File: src/rtl/period_cap_pkg.sv
// Shared types and constants for the period capture block.
package period_cap_pkg;

    // Default counter / result width in bits.
    localparam int PC_WIDTH   = 8;
    // Saturation value of the period counter at the default width.
    localparam int PC_CNT_MAX = 2**PC_WIDTH - 1;
    // Shortest interval an edge detector can see (high, low, high).
    localparam int MIN_PERIOD = 2;

    typedef enum logic [1:0] {
        IDLE       = 2'd0,
        WAIT_FIRST = 2'd1,
        MEASURE    = 2'd2
    } state_e;

endpackage

File: src/rtl/sat_cntr_8bit.sv
// Saturating up-counter: clear to 0, load to 1, or count up while enabled,
// holding at MAX instead of wrapping. at_max_o flags the saturated value.
module sat_cntr_8bit #(
    parameter int               WIDTH = 8,
    parameter logic [WIDTH-1:0] MAX   = '1
) (
    input  logic             clk,
    input  logic             rst_n,
    input  logic             clr_i,
    input  logic             load_i,
    input  logic             en_i,
    output logic [WIDTH-1:0] cnt_o,
    output logic             at_max_o
);

    logic [WIDTH-1:0] cnt_q;
    logic [WIDTH-1:0] cnt_d;

    assign at_max_o = (cnt_q == MAX);
    assign cnt_o    = cnt_q;

    // Next count: clear beats load, load beats increment; never pass MAX.
    always_comb begin
        cnt_d = cnt_q;
        if (clr_i) begin
            cnt_d = '0;
        end else if (load_i) begin
            cnt_d = WIDTH'(1);
        end else if (en_i && !at_max_o) begin
            cnt_d = cnt_q + 1'b1;
        end
    end

    // Counter register.
    always_ff @(posedge clk or negedge rst_n) begin
        if (!rst_n) begin
            cnt_q <= '0;
        end else begin
            cnt_q <= cnt_d;
        end
    end

endmodule

File: src/rtl/period_capture_8bit.sv
// Measures clk cycles between consecutive rising edges of evt_in and
// presents the result on a held register with a valid/ack handshake.
module period_capture_8bit
    import period_cap_pkg::*;
#(
    parameter int WIDTH   = PC_WIDTH,
    parameter int CNT_MAX = 2**WIDTH - 1
) (
    input  logic             clk,
    input  logic             rst,
    input  logic             arm,
    input  logic             stop,
    input  logic             cont,
    input  logic             evt_in,
    input  logic             ack,
    output logic [WIDTH-1:0] data_out,
    output logic             valid,
    output logic             ovf,
    output logic             busy,
    output logic             lost
);

    state_e           state_q;
    logic             evt_q;
    logic             ovf_pend_q;
    logic [WIDTH-1:0] data_q;
    logic             valid_q;
    logic             ovf_q;
    logic             lost_q;

    logic             evt_edge;
    logic             capture;
    logic             cnt_clr;
    logic             cnt_load;
    logic             cnt_en;
    logic [WIDTH-1:0] cnt;
    logic             cnt_at_max;

    // Same-cycle rising edge: current input high, previous sample low.
    assign evt_edge = evt_in & ~evt_q;

    // A capture is an edge during MEASURE that stop does not override.
    assign capture  = (state_q == MEASURE) && evt_edge && !stop;

    // Counter control: stop clears, an edge that opens a period loads 1,
    // otherwise count while measuring.
    assign cnt_clr  = stop && (state_q != IDLE);
    assign cnt_load = !stop && evt_edge &&
                      ((state_q == WAIT_FIRST) || ((state_q == MEASURE) && cont));
    assign cnt_en   = (state_q == MEASURE) && !evt_edge && !stop;

    sat_cntr_8bit #(
        .WIDTH (WIDTH),
        .MAX   (WIDTH'(CNT_MAX))
    ) u_cntr (
        .clk      (clk),
        .rst_n    (rst),
        .clr_i    (cnt_clr),
        .load_i   (cnt_load),
        .en_i     (cnt_en),
        .cnt_o    (cnt),
        .at_max_o (cnt_at_max)
    );

    // Previous-cycle copy of the event input for edge detection.
    always_ff @(posedge clk or negedge rst) begin
        if (!rst) begin
            evt_q <= 1'b0;
        end else begin
            evt_q <= evt_in;
        end
    end

    // Control FSM plus result register, overflow tracking and handshake.
    always_ff @(posedge clk or negedge rst) begin
        if (!rst) begin
            state_q    <= IDLE;
            ovf_pend_q <= 1'b0;
            data_q     <= '0;
            valid_q    <= 1'b0;
            ovf_q      <= 1'b0;
            lost_q     <= 1'b0;
        end else begin
            case (state_q)
                IDLE: begin
                    // An edge coinciding with arm is deliberately not used.
                    if (arm && !stop) begin
                        state_q <= WAIT_FIRST;
                        lost_q  <= 1'b0;
                    end
                end
                WAIT_FIRST: begin
                    if (stop) begin
                        state_q <= IDLE;
                    end else if (evt_edge) begin
                        state_q    <= MEASURE;
                        ovf_pend_q <= 1'b0;
                    end
                end
                MEASURE: begin
                    if (stop) begin
                        state_q <= IDLE;
                    end else if (evt_edge) begin
                        // The capturing edge also opens the next period.
                        ovf_pend_q <= 1'b0;
                        state_q    <= cont ? MEASURE : IDLE;
                    end else if (cnt_at_max) begin
                        // Held at the ceiling for another cycle: true period exceeds it.
                        ovf_pend_q <= 1'b1;
                    end
                end
                default: begin
                    state_q <= IDLE;
                end
            endcase

            // Result register: load when free or being freed this cycle.
            if (capture) begin
                if (!valid_q || ack) begin
                    data_q  <= cnt;
                    ovf_q   <= ovf_pend_q;
                    valid_q <= 1'b1;
                end else begin
                    lost_q  <= 1'b1;
                end
            end else if (ack && valid_q) begin
                valid_q <= 1'b0;
            end
        end
    end

    assign data_out = data_q;
    assign valid    = valid_q;
    assign ovf      = ovf_q;
    assign lost     = lost_q;
    assign busy     = (state_q != IDLE);

endmodule

File: config.mk
export PLATFORM = sky130hd
export DESIGN_NAME = period_capture_8bit
export DESIGN_NICKNAME = d
export VERILOG_FILES = /design/src/rtl/period_cap_pkg.sv /design/src/rtl/sat_cntr_8bit.sv /design/src/rtl/period_capture_8bit.sv
export SDC_FILE = /design/constraint.sdc
export NUM_CORES = 1
export LEC_CHECK = 0
export CORE_AREA = 2 2 57 59
export CTS_CLUSTER_SIZE = 28
export DETAILED_ROUTE_END_ITERATION = 10
export DIE_AREA = 0 0 59 61
export PLACE_DENSITY_LB_ADDON = 0.15
export SLEW_MARGIN = 20
export SYNTH_ARGS = -nofsm -noshare
export SYNTH_HDL_FRONTEND = slang
export SYNTH_SLANG_ARGS = --single-unit
export TNS_END_PERCENT = 100
File: constraint.sdc
create_clock -name clk -period 3.3 [get_ports clk]
set_input_delay 0.33 -clock clk [delete_from_list [all_inputs] [get_ports clk]]
set_output_delay 0.33 -clock clk [all_outputs]
set_load 0.005 [all_outputs]
==> results of run 1 <==
-- layer usage --
metal / global-route usage (%) / vias up
met3: 2.132 / 2
met2: 20.95 / 11
li1: - / 420
met5: 0 / -
met4: 6.818 / 0
met1: 17.40 / 400
-- state kept, by name, summed over array words and instances (netlist names) --
register	flops
data_out	8
evt_q	1
lost	1
ovf	1
ovf_pend_q	1
state_q	2
u_cntr.cnt_o	8
valid	1
-- path summary, 6_finish.rpt --
| path | from | to | slack, ns | cells after the start |
|---|---|---|---|---|
| worst max-delay path | state_q[0] | busy | 1.40 | 3 |
| worst min-delay path | data_out[3] | data_out[3] | 0.49 | 2 |
| worst max register to register | state_q[0] | data_out[2] | 1.63 | 3 |
| worst min register to register | data_out[3] | data_out[3] | 0.49 | 2 |
| max in group asynchronous | rst | data_out[2] | 2.42 | 2 |
| min in group asynchronous | rst | lost | 0.53 | 2 |
-- logic make-up after synthesis --
group                      Yosys count  share of synthesized area (%)
xor gates and xnor gates             1                         0.7779
and+or+nand+nor                     40                          20.11
buffers and inverters                5                          1.777
muxes                               11                          10.67
DFF                                 23                          51.11
adders and majority gates            1                          1.111
AOI/OAI and AO/OA                   23                          14.45
-- worst max-delay path, cell delays in order (launching register included) --
cell	delay [ns]
dfrtp_1	0.57
nor2_1	0.12
inv_1	0.08
clkdlybuf4s50_1	0.49
-- synthesized netlist by cell type --
library cell   n
o22a_1         1
nand2b_1       4
xnor2_1        1
mux2i_1        3
nand3_2        1
a311oi_1       1
inv_1          3
o22ai_1        1
nor3_1         1
nand2_1        9
mux2_2         8
a2111oi_0      1
dfrtp_1       23
ha_1           1
and2_1         1
and4_1         1
nor3b_4        1
o2111a_1       1
a2bb2oi_1      1
nand4_1        1
o211ai_4       1
nand3b_1       1
or2b_1         1
clkbuf_1       1
buf_2          1
o21ai_0        7
nand4b_1       1
or3_1          1
nor2b_1        2
and3_1         1
o311a_1        1
o21bai_1       1
nor2_1         8
nand3_1        4
and2b_1        1
a21oi_1        6
nor4_1         1
a31oi_1        1
-- per-stage QoR --
stage / cells / utilization (%)
floorplan: 104 / -
global placement: 153 / 45.34
detailed placement: 153 / 45.34
CTS: 157 / 46.23
global route: 158 / 46.40
finish: 158 / 46.40
-- layout make-up --
type,count,area [um^2],share of cell area [%]
Timing Repair Buffer,19,185.2,13.52
Clock buffer,4,26.28,1.918
Inverter,3,11.26,0.8219
Multi-Input combinational cell,76,530.5,38.72
Sequential cell,23,575.6,42.01
Tap cell,33,41.29,3.014
-- timing repair --
item	CTS	global route
gates resized for setup	0	0
hold endpoints to repair	0	23
hold buffers	0	1
-- report_power, final --
group	switching, W	total (W)	leakage (nW)	internal [W]
Sequential	0.00000634	0.000292	0.317	0.000285
Clock	0.0000805	0.000128	0.0150	0.0000471
Combinational	0.0000208	0.0000395	0.272	0.0000187
Total	0.000108	0.000459	0.605	0.000351
==> results_dict.tcl, run 1 <==
set metrics [dict create \
    preCtsSetupSlack_ns 1.158 \
    die_h_um 61 \
    final_common_cell "dfrtp_1" \
    fp-row-count 20 \
    finalSetupTns_ns 0 \
    wl_met2_um 972 \
    irDropWorstVdd_mv 0.1670 \
    synth_top_cell_area_share_pct 51.11 \
    drtIter0Drc 13 \
    stdcell_area_um2 1370 \
    tightest_slew_ns 0.5235 \
    remaining_drc_errors 0 \
    syn_inst 104 \
    synth_cell_types 38 \
    min_period_ns 1.902 \
    cts_tree "built" \
    total_power_w 0.0004587 \
    wl_um 2042 \
    final_cell_mix "dfrtp_1, clkdlybuf4s50_1, nand2_1, nor2_1, mux2_2" \
    start_util_pct 38.14 \
    grt_max_degree 24 \
    hold_violations 0 \
    start_kind "flip-flop" \
    yosys_warnings 0 \
    holdWs_ns 0.4950 \
    n_antenna_cell 0 \
    cp-end-kind "output port" \
    fin_crit_sh_pct 57.64 \
    hpwl_um 1510 \
    skew_ns 0.005195 \
    final_layout_size_suffix_gt1_share_pct 12.00 \
    worstPathArrival_ns 1.57 \
    die-area_um2 3599 \
    gp_congestion 0.7902 \
    rsz0062_at_grt "false" \
    grt_antenna_before_repair 0 \
    cts_buffers 3 \
    grt_pass1_vias 809 \
    power.density_nw_per_um2 334.8 \
    wl_per_cell_um 12.92 \
    num_vias 833 \
    cts_sinks 23 \
    fmax_mhz 525.7 \
    hold_class "reg -> reg" \
    wl_met1_um 1000 \
    root_buffer "clkbuf_4" \
    area_growth_pct 21.67 \
    io_pins 19 \
    syn_area_per_cell_um2 10.83 \
    synth-seq-cells 23 \
    clockBufferDepth 2 \
    grt_usage_pct 13.18 \
    required_ns 2.97 \
    relSlewSlack_pct 65.10 \
    syn_nets 112 \
    clkTransAtPathRegs_ns 0.12 \
    nets 134 \
    drt-pass1-iter-count 4 \
    dr_wl_met3_um 53 \
    ant_nets 0 \
    portBuffers 18 \
    synth_area_leaders "dfrtp_1, mux2_2, o21ai_0, nand2_1, a21oi_1" \
    htreeDepth 1 \
    core_area_um2 2953 \
    die_w_um 59 \
    leakagePower_nw 0.6045 \
    clock_latency_ns 0.30 \
    place_area_um2 1339 \
    synth.largest_area_cell "dfrtp_1" \
    synth.cell_area_um2 1126 \
    finalWorstSetupSlack_ns 1.398 \
    status "completed" \
    setup_viol 0 \
    fill_cells 290 \
    post-cts-setup-buffer-count 0 \
    vias_per_cell 5.272 \
    critPathKind "reg -> out" \
    drv_slew 0 \
    crit_fanout 11 \
    max_cap_viol_count 0 \
    gr-total-overflow 0 \
    ys_seq_area_share_pct 51.11 \
    dr.max_layer_used "met4" \
    grt_pass1_wl_um 3567 \
]
No activity file was read; power rests on OpenSTA's default activity.
==> inputs of run 2 (changes only) <==
==> constraint.sdc (replaced) <==
create_clock -name clk -period 1.9 [get_ports clk]
set_input_delay 0.19 -clock clk [delete_from_list [all_inputs] [get_ports clk]]
set_output_delay 0.19 -clock clk [all_outputs]
set_load 0.005 [all_outputs]
==> results_dict.tcl, run 2 (synthesis gave the netlist of run 1 again) <==
set metrics [dict create \
    grt_max_degree 24 \
    critPathKind "reg -> out" \
    drtIter0Drc 20 \
    n_antenna_cell 0 \
    hold_class "in -> async" \
    die_w_um 59 \
    rsz0062_at_grt "false" \
    required_ns 1.71 \
    final_cell_mix "dfrtp_1, clkdlybuf4s50_1, nand2_1, nor2_1, mux2_2" \
    cts-resized-gates 0 \
    wl_per_cell_um 13.31 \
    place_area_um2 1384 \
    max_cap_viol_count 0 \
    vias_per_cell 5.294 \
    clockBufferDepth 2 \
    htreeDepth 1 \
    relSlewSlack_pct 77.36 \
    fin_cells 163 \
    gr-total-overflow 0 \
    post-cts-setup-buffer-count 0 \
    irDropWorstVdd_mv 0.2874 \
    stdcell_area_um2 1411 \
    total_power_w 0.0008085 \
    worstPathArrival_ns 1.61 \
    final_layout_size_suffix_gt1_share_pct 16.15 \
    start_kind "flip-flop" \
    r2r_start "state_q[1]" \
    multiInputGateArea_um2 530.5 \
    fin_crit_sh_pct 94.62 \
    cts_hold_buf 0 \
    io_pins 19 \
    setup_viol 0 \
    nets 139 \
    fill_cells 292 \
    wl_um 2170 \
    core_area_um2 2953 \
    finalSetupTns_ns 0 \
    final_common_cell "dfrtp_1" \
    crit_fanout 10 \
    skew_ns 0.001965 \
    drv_slew 0 \
    num_vias 863 \
    clock_latency_ns 0.30 \
    final-seq-area_um2 575.6 \
    hold_violations 0 \
    fp-row-count 20 \
    power.density_nw_per_um2 572.8 \
    cp-startpoint "state_q[0]" \
    area_growth_pct 25.33 \
    hpwl_um 1594 \
    grt_pass1_vias 854 \
    root_buffer "clkbuf_4" \
    drt-pass1-iter-count 4 \
    grt_pass1_wl_um 3912 \
    cp-end-kind "output port" \
    min_period_ns 1.798 \
    grt_antenna_before_repair 0 \
    cts_buffers 3 \
    leakagePower_nw 0.6324 \
    portBuffers 18 \
    remaining_drc_errors 0 \
    cts_sinks 23 \
    cts_tree "built" \
    gp_congestion 0.8728 \
    ant_nets 0 \
    start_util_pct 38.14 \
    tightest_slew_ns 0.3310 \
    status "completed" \
    die-area_um2 3599 \
    grt_usage_pct 14.61 \
    die_h_um 61 \
    clkTransAtPathRegs_ns 0.12 \
    fmax_mhz 556.2 \
    placedCellCount 159 \
]
run 2: cell types whose count changed in the layout (fill, tap and decap cells not counted):
cell / delta
buf_4: +6
buf_2: -1
clkbuf_1: -1
clkdlybuf4s50_1: +1
clkinv_2: +1
dlygate4sd3_1: -1
run 2: area by class of cell:
cell class / instances / area share [%]
clock inverter: 1 / 0.3546
sequential: 23 / 40.78
tap: 33 / 2.926
multi-input combinational: 76 / 37.59
inverter: 3 / 0.7979
timing repair buffer: 24 / 15.96
clock buffer: 3 / 1.596
run 2: worst max-delay path: stages (launching register included):
cell and delay (ns):
dfrtp_1 0.43, buf_4 0.18, nor2_1 0.17, inv_1 0.08
clkdlybuf4s50_1 0.44
run 2: through the flow:
stage	utilization (%)	hold slack, ns	setup slack (ns)
CTS	47.80	0.2240	0.09106
global route	47.80	0.2482	0.02768
global placement	46.86	0.4734	0.1691
floorplan	-	-0.1056	0.4293
finish	47.80	0.2242	0.1022
detailed placement	46.86	0.4796	0.1136
run 2: final timing paths:
path	slack [ns]	depth (start not counted)	to
setup / recovery	0.10	4	busy
hold / removal	0.22	2	lost
setup reg to reg	0.27	4	u_cntr.cnt_o[3]
hold reg to reg	0.50	2	data_out[3]
max in group asynchronous	1.46	2	data_out[3]
min in group clk	0.37	1	evt_q
run 2: report_power, final:
group	total [W]	switching, W	internal [W]
Sequential	0.000501	0.00000547	0.000496
Clock	0.000223	0.000144	0.0000785
Combinational	0.0000847	0.0000441	0.0000406
run 2: routing by layer:
layer / part of all wire (%) / wire length [um] / global-route usage (%) / vias to the layer above
li1: - / - / - / 430
met1: 50 / 1081 / 19.95 / 416
met2: 45 / 987 / 23.17 / 13
met3: 2.8 / 60 / 1.919 / 4
met4: 1.9 / 41 / 6.818 / 0
met5: 0 / 0 / 0 / -
